## src/rtl/poly_adsr.sv

```systemverilog
// poly_adsr: time-multiplexed ADSR envelope generator.
// One shared datapath walks channels 0..NCH-1 once per accepted sample tick.
// Each channel is read in one cycle and written back, with its level
// presented on out/out_ch, in the next cycle.
//
// Ports:
//   clk, rst_n     clock, synchronous active-low reset
//   ena            sample tick; starts a scan when not busy
//   gate[NCH]      per-channel gate, sampled in that channel's read cycle
//   retrig         1: restart attack from zero on re-gate during release
//   A, D, R        attack / decay / release rates
//   S              sustain level
//   out, out_ch    envelope level and its channel index
//   out_valid      out/out_ch valid this cycle
//   busy           scan in progress
//
// Optional feature: define ADSR_EXP_RELEASE_EN for an exponential-like
// release (step = rel + acc>>8, saturating); otherwise release is linear.
module poly_adsr #(
  parameter int NCH    = 8,
  parameter int ACC_W  = 32,
  parameter int OUT_W  = 18,
  parameter int RATE_W = 14,
  localparam int CW    = $clog2(NCH)
) (
  input  logic              clk,
  input  logic              rst_n,
  input  logic              ena,
  input  logic [NCH-1:0]    gate,
  input  logic              retrig,
  input  logic [RATE_W-1:0] A,
  input  logic [RATE_W-1:0] D,
  input  logic [RATE_W-1:0] R,
  input  logic [OUT_W-1:0]  S,
  output logic [OUT_W-1:0]  out,
  output logic [CW-1:0]     out_ch,
  output logic              out_valid,
  output logic              busy
);
  typedef enum logic [2:0] {
    IDLE = 3'd0, ATTACK = 3'd1, DECAY = 3'd2, SUSTAIN = 3'd3, RELEASE = 3'd4
  } st_e;

  // All envelope arithmetic is one bit wider than acc so sums/compares never wrap.
  localparam int XW = ACC_W + 1;
  localparam logic [XW-1:0] MAXV = {2'b00, {(ACC_W-1){1'b1}}};

  st_e              st_q  [NCH];
  logic [ACC_W-1:0] acc_q [NCH];
  logic [1:0]       vld_pipe;   // [0] read stage active, [1] output stage
  logic [CW-1:0]    rd_ch;

  st_e              st_r, st_n;
  logic [ACC_W-1:0] acc_n;
  logic [XW-1:0]    acc_x, inc_x, dec_x, rel_x, sus_x, sum_x, dif_x, stp_x, rdf_x;
  logic             g;

  assign busy      = |vld_pipe;
  assign out_valid = vld_pipe[1];

  assign st_r  = st_q[rd_ch];
  assign acc_x = {1'b0, acc_q[rd_ch]};
  assign g     = gate[rd_ch];
  assign inc_x = {{(XW-RATE_W-4){1'b0}}, A, 4'b0};
  assign dec_x = {{(XW-RATE_W-4){1'b0}}, D, 4'b0};
  assign rel_x = {{(XW-RATE_W-4){1'b0}}, R, 4'b0};
  assign sus_x = {2'b00, S, {(ACC_W-1-OUT_W){1'b0}}};
  assign sum_x = acc_x + inc_x;
  assign dif_x = acc_x - dec_x;

`ifdef ADSR_EXP_RELEASE_EN
  logic [XW-1:0] exp_x;
  assign exp_x = rel_x + (acc_x >> 8);
  // Clamp to the largest ACC_W-bit value.
  assign stp_x = exp_x[ACC_W] ? {1'b0, {ACC_W{1'b1}}} : exp_x;
`else
  assign stp_x = rel_x;
`endif
  assign rdf_x = acc_x - stp_x;

  always_comb begin
    st_n  = st_r;
    acc_n = acc_x[ACC_W-1:0];
    case (st_r)
      IDLE:    if (g) st_n = ATTACK;
      ATTACK:
        if (!g) st_n = RELEASE;
        else if (sum_x > MAXV) begin
          acc_n = MAXV[ACC_W-1:0];
          st_n  = DECAY;
        end else acc_n = sum_x[ACC_W-1:0];
      DECAY:
        if (!g) st_n = RELEASE;
        // acc >= dec guards the subtraction so underflow never looks "greater".
        else if (acc_x >= dec_x && dif_x > sus_x) acc_n = dif_x[ACC_W-1:0];
        else begin
          acc_n = sus_x[ACC_W-1:0];
          st_n  = SUSTAIN;
        end
      SUSTAIN:
        if (!g) st_n = RELEASE;
        else acc_n = sus_x[ACC_W-1:0];
      RELEASE:
        if (g) begin
          st_n = ATTACK;
          if (retrig) acc_n = '0;
        end else if (acc_x > stp_x) acc_n = rdf_x[ACC_W-1:0];
        else begin
          acc_n = '0;
          st_n  = IDLE;
        end
      default: begin
        st_n  = IDLE;
        acc_n = '0;
      end
    endcase
  end

  always_ff @(posedge clk) begin
    if (!rst_n) begin
      for (int i = 0; i < NCH; i++) begin
        st_q[i]  <= IDLE;
        acc_q[i] <= '0;
      end
      vld_pipe <= '0;
      rd_ch    <= '0;
      out      <= '0;
      out_ch   <= '0;
    end else begin
      vld_pipe[1] <= vld_pipe[0];
      if (vld_pipe[0]) begin
        st_q[rd_ch]  <= st_n;
        acc_q[rd_ch] <= acc_n;
        out          <= acc_n[ACC_W-2 -: OUT_W];
        out_ch       <= rd_ch;
        rd_ch        <= rd_ch + 1'b1;
        if (rd_ch == CW'(NCH-1)) vld_pipe[0] <= 1'b0;
      end else if (ena && !busy) begin
        vld_pipe[0] <= 1'b1;
        rd_ch       <= '0;
      end
    end
  end
endmodule

```

## config.mk

```make
export PLATFORM = sky130hd
export DESIGN_NAME = poly_adsr
export DESIGN_NICKNAME = d
export VERILOG_FILES = /design/src/rtl/poly_adsr.sv
export SDC_FILE = /design/constraint.sdc
export NUM_CORES = 1
export LEC_CHECK = 0
export BUFFER_PORTS_ARGS = -buffer_cell sky130_fd_sc_hd__buf_2
export CORE_ASPECT_RATIO = 0.8
export CORE_MARGIN = 8
export CORE_UTILIZATION = 50
export DETAILED_ROUTE_END_ITERATION = 10
export MAX_ROUTING_LAYER = met4
export PLACE_DENSITY = 0.72
export REMOVE_ABC_BUFFERS = 1
export SLEW_MARGIN = 30
export SYNTH_ARGS = -nofsm -noshare
export SYNTH_HDL_FRONTEND = slang
export SYNTH_SLANG_ARGS = --single-unit
```

## constraint.sdc

```tcl
create_clock -name clk -period 11.18 [get_ports clk]
set_input_delay 2.236 -clock clk [delete_from_list [all_inputs] [get_ports clk]]
set_output_delay 2.236 -clock clk [all_outputs]
set_load 0.03 [all_outputs]
```

## Yosys cells after proc, flatten, opt, wreduce, memory -nomap -nowiden

Memory sizes are Yosys's and may differ from the RTL's. A register that Yosys moved wholly into a read port is not among the register bits.
Index checks and enable logic that the tools add are counted.

- Register bits: 26
- Latch bits: 0
- RAM bits: 280
- ROM bits: 0
- Bits of input ports: 72
- Output and inout bits: 23
- Logic and storage cells: 67
- Memories kept: 2

Memory list:

| name | depth | bits a word | rd ports | clocked after Yosys merged registers in | wr ports | RTL line | RTL |
|---|---|---|---|---|---|---|---|
| acc_q | 8 | 32 | 1 | 1 | 8 | 49 | `logic [ACC_W-1:0] acc_q [NCH];` |
| st_q | 8 | 3 | 1 | 1 | 8 | 48 | `st_e st_q [NCH];` |

- Add/sub/neg operators: 4
- Multiply operators: 0
- Div/mod/pow operators: 0
- Magnitude comparators: 5
- Equal/unequal tests: 5
- Shift-type cells: 0
- Mux-type cells: 39
- Bitwise gates (word level): 0
- Reductions and logical operators: 8

Operator list:

| cell | number |
|---|---|
| 32-bit two-way mux | 9 |
| 32-bit case mux with 5 select lines | 1 |
| 3-bit two-way mux | 17 |
| 32-bit by 18-bit adder with 33-bit output | 1 |
| 33-bit by 31-bit greater-than comparator with 1-bit output | 1 |
| 33-bit by 31-bit greater-than comparator with 1-bit output (second input constant) | 1 |
| 32-bit by 18-bit subtractor with 33-bit output | 1 |
| 32-bit by 18-bit greater-or-equal comparator with 1-bit output | 1 |
| 32-bit by 18-bit greater-than comparator with 1-bit output | 1 |
| 32-bit OR reduction | 1 |
| 32-bit by 18-bit subtractor with 32-bit output | 1 |
| 3-bit case mux with 5 select lines | 1 |
| 1-bit two-way mux | 10 |
| 3-bit by 2-bit == test with 1-bit output (second input constant) | 2 |
| 3-bit == test (second input constant) | 2 |
| 3-bit by 4-bit less-than comparator with 1-bit output (second input constant) | 1 |
| 3-bit by 1-bit adder with 3-bit output (second input constant) | 1 |
| 1-bit binary-select mux with 3-bit select | 1 |
| 3-bit by 1-bit == test with 1-bit output (second input constant) | 1 |
| 3-bit logical NOT | 1 |
| 3-bit OR reduction | 1 |
| 1-bit logical AND | 2 |
| 2-bit nonzero test | 1 |
| 2-bit OR reduction | 1 |
| 1-bit logical NOT | 1 |

## Longest topological paths before layout

- Depth in word-level cells: 7
- Mapped depth: 34
- Gate-level depth less buffers: 26

## Worst setup path after synthesis

OpenSTA, ideal clock, no wires.

- Kind: register to register
- From: reg (tool-made name)
- To: mem acc_q[0][14] (data pin)
- Setup time: 0.265 ns
- Arrival time: 6.987 ns
- Data required time: 10.915 ns
- Path slack: 3.928 ns
- Stages on the path, launching flop included: 31
- Path buffers: 6
- Period minus slack after synthesis: 7.252 ns
- Path through: dfxtp_1 -> buf_4 -> buf_4 -> buf_2 -> buf_2 -> buf_2 -> buf_2 -> mux4_2 -> nand2_1 -> nand2_1 -> ha_1 -> a21oi_1 -> nor2_1 -> a211o_1 -> o21ba_2 -> nor2_1 -> nand2_1 -> or2_1 -> xor2_1 -> ha_1 -> nand4_1 -> nor4_1 -> nand3_1 -> or4_1 -> o41ai_4 -> o21a_4 -> a21oi_4 -> mux2_4 -> a221o_1 -> a21oi_4 -> nor2_1

RTL lines:

| element | RTL line |
|---|---|
| to (decl) | 49 |

==> impl_metrics.ini <==
[cts]
htree_num_levels = 1
postCtsSetupRepairBufs = 0
ctsResizeCount = 0
cts-hold-fix-buffers = 0
cts_tree = done
cts.clk_slew.worst_paths_ns = 0.07
cts_buffers = 31
clock_path_buffers = 3
clock_latency_ns = 0.57
root_buffer = clkbuf_16
clock-sinks = 309

[timing]
fmax_mhz = 121
clock_skew_ns = 0.0157
grt_setup_unrepaired = no
hold_viol_final = 0
post-route-min-period_ns = 8.29
fin_ws_ns = 2.89
drv_slew = 0
slew_headroom_pct = 27.1
post-route-period-util_pct = 74.2
finalSetupViolations = 0
fin_tns_setup_ns = 0
tightest_slew_ns = 1.09

[layout]
drive_above_1_share_pct = 18.3
final_core_utilization_pct = 55.3
syn_to_final_growth_pct = 10.0
final_cell_area_um2 = 20900
layout.cells.non_filler = 2371
nNetsFinal = 1986
layout_common_cells = 381 x nor2_1, 280 x edfxtp_1, 122 x nand2_1, 94 x buf_2, 71 x mux4_2
layout_commonest_cell = nor2_1

[global_routing]
antenna_found_initial = 3
first_global_vias = 15161
grt-ovfl-total = 0
grt_util_met2_pct = 40.9
grtUsageMet3_pct = 6.08
grt_pass1_wl_um = 91900
grt_max_degree = 59
grt.total_usage_pct = 28.2
busiest_layer = met2
met1_usage_pct = 39.9

[synth]
ys_ff_latch = 309
yosysWarningCount = 0
ys_async_sr_fraction_pct = 0
yosysSeqAreaShare_pct = 47.4
synthCells = 1777
yosys.area.top_type = edfxtp_1
yosysUniqueCellTypes = 100
synth_top_cell_area_share_pct = 44.3
synth_edf_count = 280
synthFlopType = edfxtp_1
synth.area.top_cells = edfxtp_1 44%, mux4_2 8.4%, nor2_1 7.5%
avgSynthCellArea_um2 = 10.7
synth_area_um2 = 19000

[job]
max_cap_viol_count = 0

[worst_setup_path]
startpoint_type = flop
cpPeakStageDelay_ns = 0.79
end_kind = flop
worst-path-max-fanout = 40
critical_path_required_ns = 11.48
arrival_ns = 8.60
cp_slowest_cell = dfxtp_4
cpMostUsedCell = nand2_1
crit_type = flop to flop
crit_chain = buf_4 -> mux4_2 -> nand2_1 -> nand2_1 -> ha_1 -> and2_1 -> a22o_1 -> or3_1 -> nor2_1 -> nand2_1 -> or2_1 -> xor2_1 -> ha_1 -> nand4_1 -> nor4_1 -> nand3_1 -> or4_1 -> o41ai_4 -> o21a_4 -> a21oi_1 -> a32o_1 -> a211o_1 -> a21oi_2 -> nor2_1

[detailed_routing]
wl_um = 61700
drt_iter0_drc = 1939
vias_per_cell = 6.41
via_count = 15193
remaining_drc_errors = 0
postRouteAntennaNets = 0
dr.pass1.iters = 7
wl_per_cell_um = 26.0

[die]
pin_count = 95
rows = 64
die-area_um2 = 44500
die_width_um = 234
initial_core_util_pct = 50.2
core-area_um2 = 37800
fp.dieH_um = 190

[place]
io_buffers = 94
dp_slack_ns = 2.90
placedCellCount = 2310
postPlaceCellArea_um2 = 19900
hpwlAfterDp_um = 42500
place_congestion = 1.08

[min_path]
hp-start = out[7]
min_path_type = flop to flop

[power]
ir_worst_vdd_mv = 0.119
p_leak_uw = 0.00772
powerDensity_nw_per_um2 = 156

[outcome]
outcome = completed
path summary, 6_finish.rpt:
check | cells after the start | end | slack [ns]
max reg2reg | 24 | acc_q[0][30] | 2.89
max | 24 | acc_q[0][30] | 2.89
min reg2reg | 2 | out[7] | 0.46
min | 2 | out[7] | 0.46
critical path, delay by kind of cell, from the launching register on:
kind | cells | cell delay [ns]
AO/OA/AOI/OAI | 7 | 2.10
XOR/XNOR | 1 | 0.16
adder cells (fa/ha/maj) | 2 | 0.73
buffers and inverters | 1 | 0.66
flip-flops | 1 | 0.79
multiplexers | 1 | 0.40
AND/OR/NAND/NOR | 12 | 3.14
per-stage QoR:
stage | hold WS, ns | power (µW)
5_1_grt | 0.466 | 3370
3_3_place_gp | 0.437 | 2240
4_1_cts | 0.456 | 3240
6_report | 0.456 | 3250
2_1_floorplan | 0.574 | 1970
3_5_place_dp | 0.443 | 2260
report_power, final:
part | switching, µW | internal [µW]
clock | 438 | 553
combinational | 614 | 313
sequential | 26.8 | 1310
total | 1080 | 2170
routing by layer:
| layer | up-vias | share of wire (%) | routed length, µm |
|---|---|---|---|
| met5 | - | 0 | 0 |
| met4 | 0 | 2.7 | 1640 |
| met3 | 125 | 12 | 7140 |
| met2 | 935 | 43 | 26800 |
| met1 | 7433 | 42 | 26200 |
| li1 | 6700 | - | - |
synth_stat cells (all sizes together) (18+ instances only):
cell type    n
a21oi       85
edfxtp     280
nor2       384
dfxtp       29
mux4        71
nand3       29
ha          63
nand2b      23
o21ai       76
buf         41
nor3        60
xnor2       31
inv         70
mux2i       36
clkbuf      49
xor2        27
a211oi      18
nand2      130
a21o        22
cell type report:
type / count / area (µm²)
diodes: 3 / 7.51
clock buffers: 48 / 900
clock inverters: 10 / 61.3
fillers: 3278 / 16900
inverters: 70 / 263
multi-input cells: 1308 / 9310
flip-flops and latches: 309 / 9000
well taps: 495 / 619
repair buffers: 128 / 726
state kept, by name (all words and copies together) (netlist names), named ones only:
register	flops
vld_pipe	2
out	18
acc_q	256
out_ch	3
rd_ch	3
st_q	24
cells by family after synthesis:
family | Yosys count | share of synthesized area (%)
compound gates | 342 | 13.5
xor+xnor | 58 | 2.68
fa+ha+maj | 66 | 4.47
buf+inv | 160 | 3.79
flops | 309 | 47.4
mux | 118 | 11.2
simple gates | 724 | 17.0
No activity file was read; power rests on OpenSTA's default activity.
